## src/rtl/wave_mode_ctrl.sv

```systemverilog
// Waveform-mode selector: synchronises and debounces next/prev buttons, turns
// debounced rising edges into bounded wrap-around mode steps, and accepts direct loads.
module wave_mode_ctrl #(
    parameter int NUM_MODES       = 4,
    parameter int DEBOUNCE_CYCLES = 4,
    parameter int RESET_MODE      = 0,
    localparam int MODE_W         = (NUM_MODES > 1) ? $clog2(NUM_MODES) : 1
) (
    input  logic              clk,
    input  logic              n_rst,
    input  logic              key_next,
    input  logic              key_prev,
    input  logic              load_en,
    input  logic [MODE_W-1:0] load_mode,
    output logic [MODE_W-1:0] mode,
    output logic              mode_changed
);

    localparam int CNT_W = (DEBOUNCE_CYCLES > 1) ? $clog2(DEBOUNCE_CYCLES + 1) : 1;
    localparam logic [CNT_W-1:0]  DEB_LAST   = CNT_W'(DEBOUNCE_CYCLES - 1);
    localparam logic [MODE_W-1:0] MAX_MODE   = MODE_W'(NUM_MODES - 1);
    localparam logic [MODE_W-1:0] RST_MODE   = MODE_W'(RESET_MODE);
    localparam logic [MODE_W:0]   NUM_MODES_W = (MODE_W + 1)'(NUM_MODES);

    // Bit 0 is the next key, bit 1 the prev key throughout.
    logic [1:0]       key_raw;
    logic [1:0]       sync1_q, sync2_q;
    logic [1:0]       stable_q, stable_d, stable_prev_q;
    logic [CNT_W-1:0] cnt_q [2];
    logic [CNT_W-1:0] cnt_d [2];
    logic [1:0]       press;
    logic             load_ok;
    logic [MODE_W-1:0] mode_q, mode_d;
    logic             changed_q, changed_d;

    assign key_raw = {key_prev, key_next};
    assign press   = stable_q & ~stable_prev_q;
    assign load_ok = ({1'b0, load_mode} < NUM_MODES_W) && (load_mode != mode_q);

    always_comb begin
        // NOTE: every combinational output gets a default first so no path can infer a latch.
        stable_d = stable_q;
        for (int k = 0; k < 2; k++) begin
            cnt_d[k] = '0;
            if (sync2_q[k] != stable_q[k]) begin
                if (cnt_q[k] == DEB_LAST) begin
                    stable_d[k] = sync2_q[k];
                end else begin
                    cnt_d[k] = cnt_q[k] + CNT_W'(1);
                end
            end
        end
    end

    // A load strobe owns the cycle even when it is rejected, swallowing any press.
    always_comb begin
        mode_d    = mode_q;
        changed_d = 1'b0;
        if (load_en) begin
            if (load_ok) begin
                mode_d    = load_mode;
                changed_d = 1'b1;
            end
        end else if (press == 2'b01) begin
            mode_d    = (mode_q == MAX_MODE) ? '0 : mode_q + MODE_W'(1);
            changed_d = 1'b1;
        end else if (press == 2'b10) begin
            mode_d    = (mode_q == '0) ? MAX_MODE : mode_q - MODE_W'(1);
            changed_d = 1'b1;
        end
    end

    // NOTE: sequential state uses non-blocking assignments so every flop samples pre-edge values.
    always_ff @(posedge clk or negedge n_rst) begin
        if (!n_rst) begin
            sync1_q       <= '0;
            sync2_q       <= '0;
            stable_q      <= '0;
            stable_prev_q <= '0;
            // NOTE: the counter array is tiny, so it is reset with the rest to make mid-debounce reset clean.
            for (int k = 0; k < 2; k++) cnt_q[k] <= '0;
            mode_q        <= RST_MODE;
            changed_q     <= 1'b0;
        end else begin
            sync1_q       <= key_raw;
            sync2_q       <= sync1_q;
            stable_q      <= stable_d;
            stable_prev_q <= stable_q;
            for (int k = 0; k < 2; k++) cnt_q[k] <= cnt_d[k];
            mode_q        <= mode_d;
            changed_q     <= changed_d;
        end
    end

    assign mode         = mode_q;
    assign mode_changed = changed_q;

endmodule

```

## config.mk

```make
export PLATFORM = sky130hd
export DESIGN_NAME = wave_mode_ctrl
export DESIGN_NICKNAME = d
export VERILOG_FILES = /design/src/rtl/wave_mode_ctrl.sv
export SDC_FILE = /design/constraint.sdc
export NUM_CORES = 1
export LEC_CHECK = 0
export BUFFER_PORTS_ARGS = -buffer_cell sky130_fd_sc_hd__buf_2
export CELL_PAD_IN_SITES_DETAIL_PLACEMENT = 2
export CELL_PAD_IN_SITES_GLOBAL_PLACEMENT = 2
export CORE_MARGIN = 2
export CORE_UTILIZATION = 30
export DETAILED_ROUTE_END_ITERATION = 10
export PLACE_DENSITY = 0.61
export SLEW_MARGIN = 20
export SYNTH_ARGS = -nofsm -noshare
export SYNTH_HDL_FRONTEND = slang
export SYNTH_SLANG_ARGS = --single-unit
```

## constraint.sdc

```tcl
create_clock -name clk -period 4.2 [get_ports clk]
set_input_delay 0.42 -clock clk [delete_from_list [all_inputs] [get_ports clk]]
set_output_delay 0.42 -clock clk [all_outputs]
set_load 0.02 [all_outputs]
```

* Word level (Yosys, flattened, before mapping)
Cells that the tools add are included. Widths: inputs -> output; s select.
Word-level totals: input bits 7, logic and storage cells 43, output and inout port bits 3, ROM bits 0, register bits 17, latch bits 0, memories kept 0, memory bits (writable) 0
Operators by class: add/subtract/negate cells 4, multipliers 0, equal/unequal tests 9, divide/modulo/power cells 0, shifts and indexed selects 0, reductions and logical operators 5, bitwise logic cells 2, $lt $le $gt $ge 0, muxes and demuxes 14
Operator list (number):
- $mux 2 | 6
- $mux 3 | 4
- $add 3x1->3 const B | 2
- $eq 3x2->1 const B | 2
- $reduce_and 2->1 | 3
- $eq 2x2->1 const B | 2
- $mux 1 | 4
- $reduce_bool 3->1 | 1
- $add 2x1->2 const B | 1
- $and 2x2->2 | 1
- $eq 2x1->1 const B | 1
- $logic_not 2->1 | 1
- $ne 1x1->1 | 2
- $ne 2x1->1 const B | 1
- $ne 2x2->1 | 1
- $not 2->2 | 1
- $sub 2x1->2 const B | 1

* Depth between registers and ports, before layout
Gate-level depths: netlist (run 1).
depth after elaboration 6, depth in mapped cells 6, mapped depth without buffers 6

* Worst setup path after synthesis (run 1)
Ideal clock, no wire load.
kind reg-to-reg, start reg stable_q[0], end reg mode_q[1], in the netlist mode[1], data required time 4.072 ns, setup time 0.128 ns, arrival time 1.353 ns, period minus slack after synthesis 1.480 ns, cell stages (with the launch flop) 7, buffers on the path 0, slack 2.720 ns, cells stage by stage dfrtp_1 > nand2b_1 > inv_1 > ha_1 > nor3_1 > a31oi_2 > mux2_1
Between the ends: word-level cells in the longest chain between the ends 4, elaborated cells between the ends (all ways) 7, those cells by class eq/ne (2); mux (2); bitwise (1); reduce/logical (2)
RTL lines:
- start, declared | RTL line 28 | logic [1:0] stable_q, stable_d, stable_prev_q;
- start signal, assigned | RTL line 87 | stable_q <= stable_d;
- $and 2x2->2 * | RTL line 37 | assign press = stable_q & ~stable_prev_q;
- $eq 2x1->1 / $eq 2x2->1 (equally long branches) | RTL line 64, 67
- $reduce_bool 3->1 (no source line) / $mux 2 (equally long branches)
- $reduce_and 2->1 (no source line) / $mux 2 (equally long branches)
- end signal, assigned | RTL line 90 | mode_q <= mode_d;
- end, declared | RTL line 33 | logic [MODE_W-1:0] mode_q, mode_d;
Mark *: on every way between the ends. The rest lies on a longest branch, timed or not. A chain may end at the register's enable or synchronous reset.

* Final worst setup path (run 1)
Ends and elaborated chain as after synthesis.

==> results of run 1 <==
[state kept, by name, summed over array words and instances, names as in the netlist]
name	count
cnt_q	6
mode	2
stable_prev_q	2
stable_q	2
sync1_q	2
sync2_q	2
mode_changed	1
[cells in the final DEF, fill, tap and decap left out]
| cell | synthesis | routed |
|---|---|---|
| dfrtp_1 | 17 | 17 |
| buf_2 | 0 | 9 |
| ha_1 | 6 | 6 |
| nand2b_1 | 5 | 5 |
| xnor2_1 | 4 | 4 |
| nor3b_1 | 4 | 4 |
| inv_1 | 4 | 4 |
| clkbuf_4 | 0 | 3 |
| and3b_1 | 2 | 2 |
| nor2b_1 | 2 | 2 |
| mux2_2 | 2 | 2 |
| a31oi_1 | 1 | 1 |
| xor2_1 | 1 | 1 |
| nand2_1 | 1 | 1 |
| o21ai_0 | 1 | 1 |
| nor3_1 | 1 | 1 |
| a31oi_2 | 1 | 1 |
| mux2_1 | 1 | 1 |
| a21oi_1 | 1 | 1 |
| o31ai_1 | 1 | 1 |
| mux2i_1 | 1 | 1 |
| clkinv_2 | 0 | 1 |
[stage by stage]
| stage | area (um2) | power [mW] |
|---|---|---|
| 2_1_floorplan | 739 | 0.409 |
| 5_1_grt | 847 | 0.611 |
| 4_1_cts | 847 | 0.567 |
| 3_3_place_gp | 820 | 0.472 |
| 3_5_place_dp | 820 | 0.478 |
| 6_report | 847 | 0.552 |
[layer usage]
layer / track usage (%) / wire, um / up-vias / share of wire, %
met4: 6.41 / 18 / 0 / 1.5
met3: 2.50 / 34 / 2 / 2.8
met2: 18.5 / 579 / 6 / 48
li1: - / - / 213 / -
met5: 0 / 0 / - / 0
met1: 13.7 / 581 / 230 / 48
[path summary, 6_finish.rpt]
check / startpoint / to / slack [ns]
hold / removal: n_rst / mode_changed$_DFF_PN0_ / 0.04
setup / recovery: stable_q[0]$_DFFE_PN0P_ / mode[1]$_DFFE_PN0P_ / 2.60
max in group asynchronous: n_rst / stable_q[0]$_DFFE_PN0P_ / 3.88
setup reg to reg: stable_q[0]$_DFFE_PN0P_ / mode[1]$_DFFE_PN0P_ / 2.60
min in group clk: key_next / sync1_q[0]$_DFF_PN0_ / 0.23
hold reg to reg: sync1_q[1]$_DFF_PN0_ / sync2_q[1]$_DFF_PN0_ / 0.36
[worst max-delay path, stage by stage (launching register included)]
cell and delay, ns:
dfrtp_1 0.43, nand2b_1 0.11, inv_1 0.05, ha_1 0.24, nor3_1 0.25, a31oi_2 0.08
mux2_1 0.33
[where the power goes]
part / internal [mW] / leakage (nW) / switching, mW
Sequential: 0.215 / 0.209 / 0.0356
Combinational: 0.102 / 0.190 / 0.113
Clock: 0.0353 / 0.0177 / 0.0511
[layout make-up]
class                      count  area, um2  area share, %
inverter                       4       15.0           1.77
clock inverter                 1       5.00          0.591
multi-input combinational     35        299           35.3
clock buffer                   3       22.5           2.66
sequential                    17        425           50.2
timing repair buffer           9       45.0           5.32
tap                           28       35.0           4.14
[kinds of logic after synthesis]
kind of cell	Yosys count
AOI/OAI and AO/OA	5
xor gates and xnor gates	5
adders and majority gates	6
buffers and inverters	4
DFF	17
muxes	4
and+or+nand+nor	15
==> flow_metrics.py, run 1 <==
metrics = {
    "logic_synthesis": {
        "yosysTopAreaCell": "dfrtp_1",
        "synthFlopType": "dfrtp_1",
        "synth-warning-count": 0,
        "synth-simple-area-share_pct": 13.5,
        "synth_commonest_cells": "dfrtp_1 (17), ha_1 (6), nand2b_1 (5)",
        "synth_area_per_cell_um2": 13.2,
        "synth_top_area_share_pct": 57.5,
        "synthArstFlopShare_pct": 100,
        "synth-compound-area-share_pct": 4.91,
        "yosysMostFrequentCell": "dfrtp_1",
        "synth_area_leaders": "dfrtp_1 (58%), ha_1 (10%), xnor2_1 (4.7%)",
        "synth_area_um2": 739,
        "synth_edf_count": 0,
        "syn_nets": 69,
        "synth_fa_ha_area_share_pct": 10.2,
        "synth_top_family_by_area": "simple AND/OR/NAND/NOR gates",
        "synth_seq_cells": 17,
        "synth-xor-area-share_pct": 5.92,
        "ys_seq_area_share_pct": 57.5,
        "ys_types": 19,
        "synth_mux_area_share_pct": 5.92,
        "synthCells": 56,
    },
    "route": {
        "ant_nets": 0,
        "vias": 451,
        "drc": 0,
        "firstDrtPassIters": 3,
        "routed_wl_um": 1210,
        "vias_per_cell": 4.65,
        "wl_per_cell_um": 12.5,
        "drt_iter0_markers": 4,
    },
    "floorplanning": {
        "top_level_ports": 10,
        "core_area_um2": 2280,
        "dieWidth_um": 53.6,
        "die_area_um2": 2880,
        "initial_core_util_pct": 32.5,
        "rows": 17,
        "die_y_um": 53.6,
    },
    "critical_path": {
        "cp-end-kind": "flip-flop",
        "reg2reg_depth": 6,
        "worstPathMaxFanout": 4,
        "worstSetupPathType": "reg2reg",
        "critPathLaunchType": "flip-flop",
        "arrival_ns": 1.77,
        "critPathRequiredTime_ns": 4.37,
    },
    "place": {
        "place.gp.congestion": 0.692,
        "dp_hpwl_um": 936,
        "port_buffers": 9,
        "pre_cts_slack_ns": 2.61,
        "dp_cells": 93,
    },
    "global_routing": {
        "gr-usage-all-layers_pct": 11.3,
        "grt_max_degree": 18,
        "grt_pass1_vias": 521,
        "antenna_found_initial": 0,
        "grt_pass1_wl_um": 2220,
        "gr-total-overflow": 0,
    },
    "outcome": {
        "status": "complete, no violations",
    },
    "layout": {
        "n_fill_cell": 247,
        "fin_util_pct": 37.2,
        "antenna_cells": 0,
        "finalNetCount": 83,
        "area_delta_synth_final_pct": 14.6,
        "finalNonFillerCells": 97,
        "layout-drive-gt1-share_pct": 23.2,
    },
    "timing": {
        "fin_skew_ns": 0.00406,
        "finalCritPeriodShare_pct": 38.0,
        "timing.slew.headroom_pct": 74.0,
        "final_hold_viol_count": 0,
        "whs_ns": 0.0401,
        "worstMarginPinSlew_ns": 0.390,
        "final_max_slew_viol_count": 0,
        "finalWorstSetupSlack_ns": 2.60,
        "rsz0062_at_grt": "false",
        "setup_viol": 0,
        "timing.fmax_mhz": 626,
        "finalSetupTns_ns": 0,
        "min_period_ns": 1.60,
    },
    "clock_network": {
        "ctsHoldBuffers": 0,
        "numCtsBuffers": 3,
        "clkSinkCount": 17,
        "path_clk_slew_ns": 0.10,
        "cts_root_buf": "clkbuf_4",
        "clockBufferDepth": 2,
        "clock_latency_ns": 0.28,
        "tritoncts": "built",
        "post_cts_buffers": 0,
        "cts_resized": 0,
        "htreeDepth": 1,
    },
    "pwr": {
        "p_per_area_nw_per_um2": 651,
        "leakagePower_nw": 0.416,
        "max-vdd-ir-drop_v": 0.000253,
    },
    "run": {
        "drv_cap": 0,
    },
    "hold_path": {
        "min_path_type": "in2async",
    },
}
Note: power is estimated with default switching activity, not from simulation.
==> run 2, diff against run 1 <==
==> constraint.sdc (replaced) <==
create_clock -name clk -period 1.49 [get_ports clk]
set_input_delay 0.149 -clock clk [delete_from_list [all_inputs] [get_ports clk]]
set_output_delay 0.149 -clock clk [all_outputs]
set_load 0.02 [all_outputs]
==> flow_metrics.py, run 2 (same netlist as run 1, synthesis figures left out) <==
metrics = {
    "layout": {
        "largest_register": "cnt_q",
        "area_delta_synth_final_pct": 32.5,
        "fin_util_pct": 43.0,
        "largest_reg_flops": 6,
        "finalNonFillerCells": 106,
        "final_cell_mix": "dfrtp_1 (17), buf_2 (9), buf_4 (6)",
        "finalNetCount": 92,
        "final_common_cell": "dfrtp_1",
        "antenna_cells": 0,
        "layout-drive-gt1-share_pct": 35.9,
    },
    "floorplanning": {
        "rows": 17,
        "die_area_um2": 2880,
        "dieWidth_um": 53.6,
        "core_area_um2": 2280,
        "die_y_um": 53.6,
        "initial_core_util_pct": 32.5,
        "top_level_ports": 10,
    },
    "clock_network": {
        "htreeDepth": 1,
        "tritoncts": "built",
        "post_cts_buffers": 0,
        "path_clk_slew_ns": 0.11,
        "numCtsBuffers": 3,
        "clockBufferDepth": 2,
        "clock_latency_ns": 0.29,
        "cts_root_buf": "clkbuf_4",
        "clkSinkCount": 17,
    },
    "pwr": {
        "max-vdd-ir-drop_v": 0.000822,
        "pwr-share-comb_pct": 48.8,
        "totalPowerFinal_mw": 1.86,
        "leakagePower_nw": 0.471,
        "switching_share_pct": 35.7,
        "p_clk_share_pct": 13.7,
        "p_seq_share_pct": 37.5,
        "p_switching_uw": 662,
        "p_int_mw": 1.19,
        "p_per_area_nw_per_um2": 1890,
    },
    "timing": {
        "timing.fmax_mhz": 703,
        "final_hold_viol_count": 0,
        "fin_skew_ns": 0.00829,
        "setup_viol": 0,
        "min_period_ns": 1.42,
        "worstMarginPinSlew_ns": 0.396,
        "final_max_slew_viol_count": 0,
        "finalCritPeriodShare_pct": 95.5,
        "timing.slew.headroom_pct": 73.6,
    },
    "global_routing": {
        "grt_pass1_wl_um": 2590,
        "antenna_found_initial": 0,
        "gr-total-overflow": 0,
        "grt_pass1_vias": 580,
        "gr-usage-all-layers_pct": 13.1,
        "grt_max_degree": 18,
    },
    "critical_path": {
        "reg2reg_depth": 6,
        "critPathLaunchType": "flip-flop",
        "cp-end-kind": "flip-flop",
        "worstPathMaxFanout": 4,
        "critPathRequiredTime_ns": 1.68,
        "worstSetupPathType": "reg2reg",
        "arrival_ns": 1.62,
    },
    "route": {
        "wl_per_cell_um": 13.2,
        "drt_iter0_markers": 1,
        "drc": 0,
        "routed_wl_um": 1400,
        "firstDrtPassIters": 4,
        "vias": 508,
        "ant_nets": 0,
        "vias_per_cell": 4.79,
    },
    "outcome": {
        "status": "complete, no violations",
    },
    "place": {
        "dp_cells": 99,
        "dp_hpwl_um": 1020,
        "port_buffers": 9,
        "place.gp.congestion": 0.731,
    },
    "run": {
        "drv_cap": 0,
    },
    "hold_path": {
        "min_path_type": "in2reg",
        "hold_depth": 2,
    },
}
[run 2: cell count changes in the layout (fill, tap and decap cells not counted), sizes merged]
cell	change
clkinv	-1
buf	+6
dlygate4sd3	+3
clkinvlp	+1
[run 2: timing repair]
| item | CTS | global route |
|---|---|---|
| endpoints found under the hold margin | 19 | 0 |
| hold buffers | 3 | 0 |
| pin swaps | 1 | 2 |
| setup endpoints to repair | 2 | 2 |
| gates resized for setup | 8 | 1 |
[run 2: cell type report]
| class | instances | area (um2) |
|---|---|---|
| inverters | 4 | 15.0 |
| flip-flops and latches | 17 | 425 |
| repair buffers | 18 | 120 |
| multi-input cells | 35 | 354 |
| fillers | 230 | 1300 |
| clock buffers | 3 | 22.5 |
| well taps | 28 | 35.0 |
| clock inverters | 1 | 7.51 |
[run 2: power by group through the flow]
stage,clock [mW],sequential (mW),combinational (mW)
floorplan,0,0.747,0.405
global placement,0,0.680,0.761
detailed placement,0,0.691,0.771
CTS,0.278,0.699,0.903
global route,0.303,0.716,1.02
finish,0.254,0.696,0.905
[run 2: worst max-delay path, cell delays in order, from the launching register on]
cell      delay (ns)
dfrtp_1         0.38
nand2b_4        0.13
inv_1           0.08
ha_4            0.17
nor3_4          0.05
a31oi_2         0.19
mux2_4          0.32
[run 2: per-stage QoR]
step / instance area [um2] / TNS [ns] / hold slack (ns) / setup slack [ns]
after floorplan: 739 / 0 / -0.147 / 0.00959
after global placement: 865 / -0.000486 / 0.102 / -0.000486
after detailed placement: 865 / -0.120 / 0.105 / -0.0863
after CTS: 973 / 0 / 0.167 / 0.0110
after global routing: 980 / -0.0182 / 0.206 / -0.0113
final: 980 / 0 / 0.204 / 0.0666
[run 2: worst paths after layout]
check                                      startpoint                         end  slack [ns]
hold / removal                                load_en      mode_changed$_DFF_PN0_        0.20
max in group asynchronous                       n_rst  stable_prev_q[1]$_DFF_PN0_        0.91
min in group asynchronous                       n_rst         mode[1]$_DFFE_PN0P_        0.29
hold reg to reg                  sync1_q[1]$_DFF_PN0_        sync2_q[1]$_DFF_PN0_        0.36
setup reg to reg           stable_prev_q[0]$_DFF_PN0_         mode[1]$_DFFE_PN0P_        0.07
setup / recovery           stable_prev_q[0]$_DFF_PN0_         mode[1]$_DFFE_PN0P_        0.07
[run 2: layer usage]
| metal | GRT usage (%) | wire length (um) | vias up |
|---|---|---|---|
| li1 | - | - | 235 |
| met1 | 15.5 | 623 | 261 |
| met3 | 5.00 | 67 | 2 |
| met4 | 3.85 | 14 | 0 |
| met2 | 22.0 | 694 | 10 |
| met5 | 0 | 0 | - |
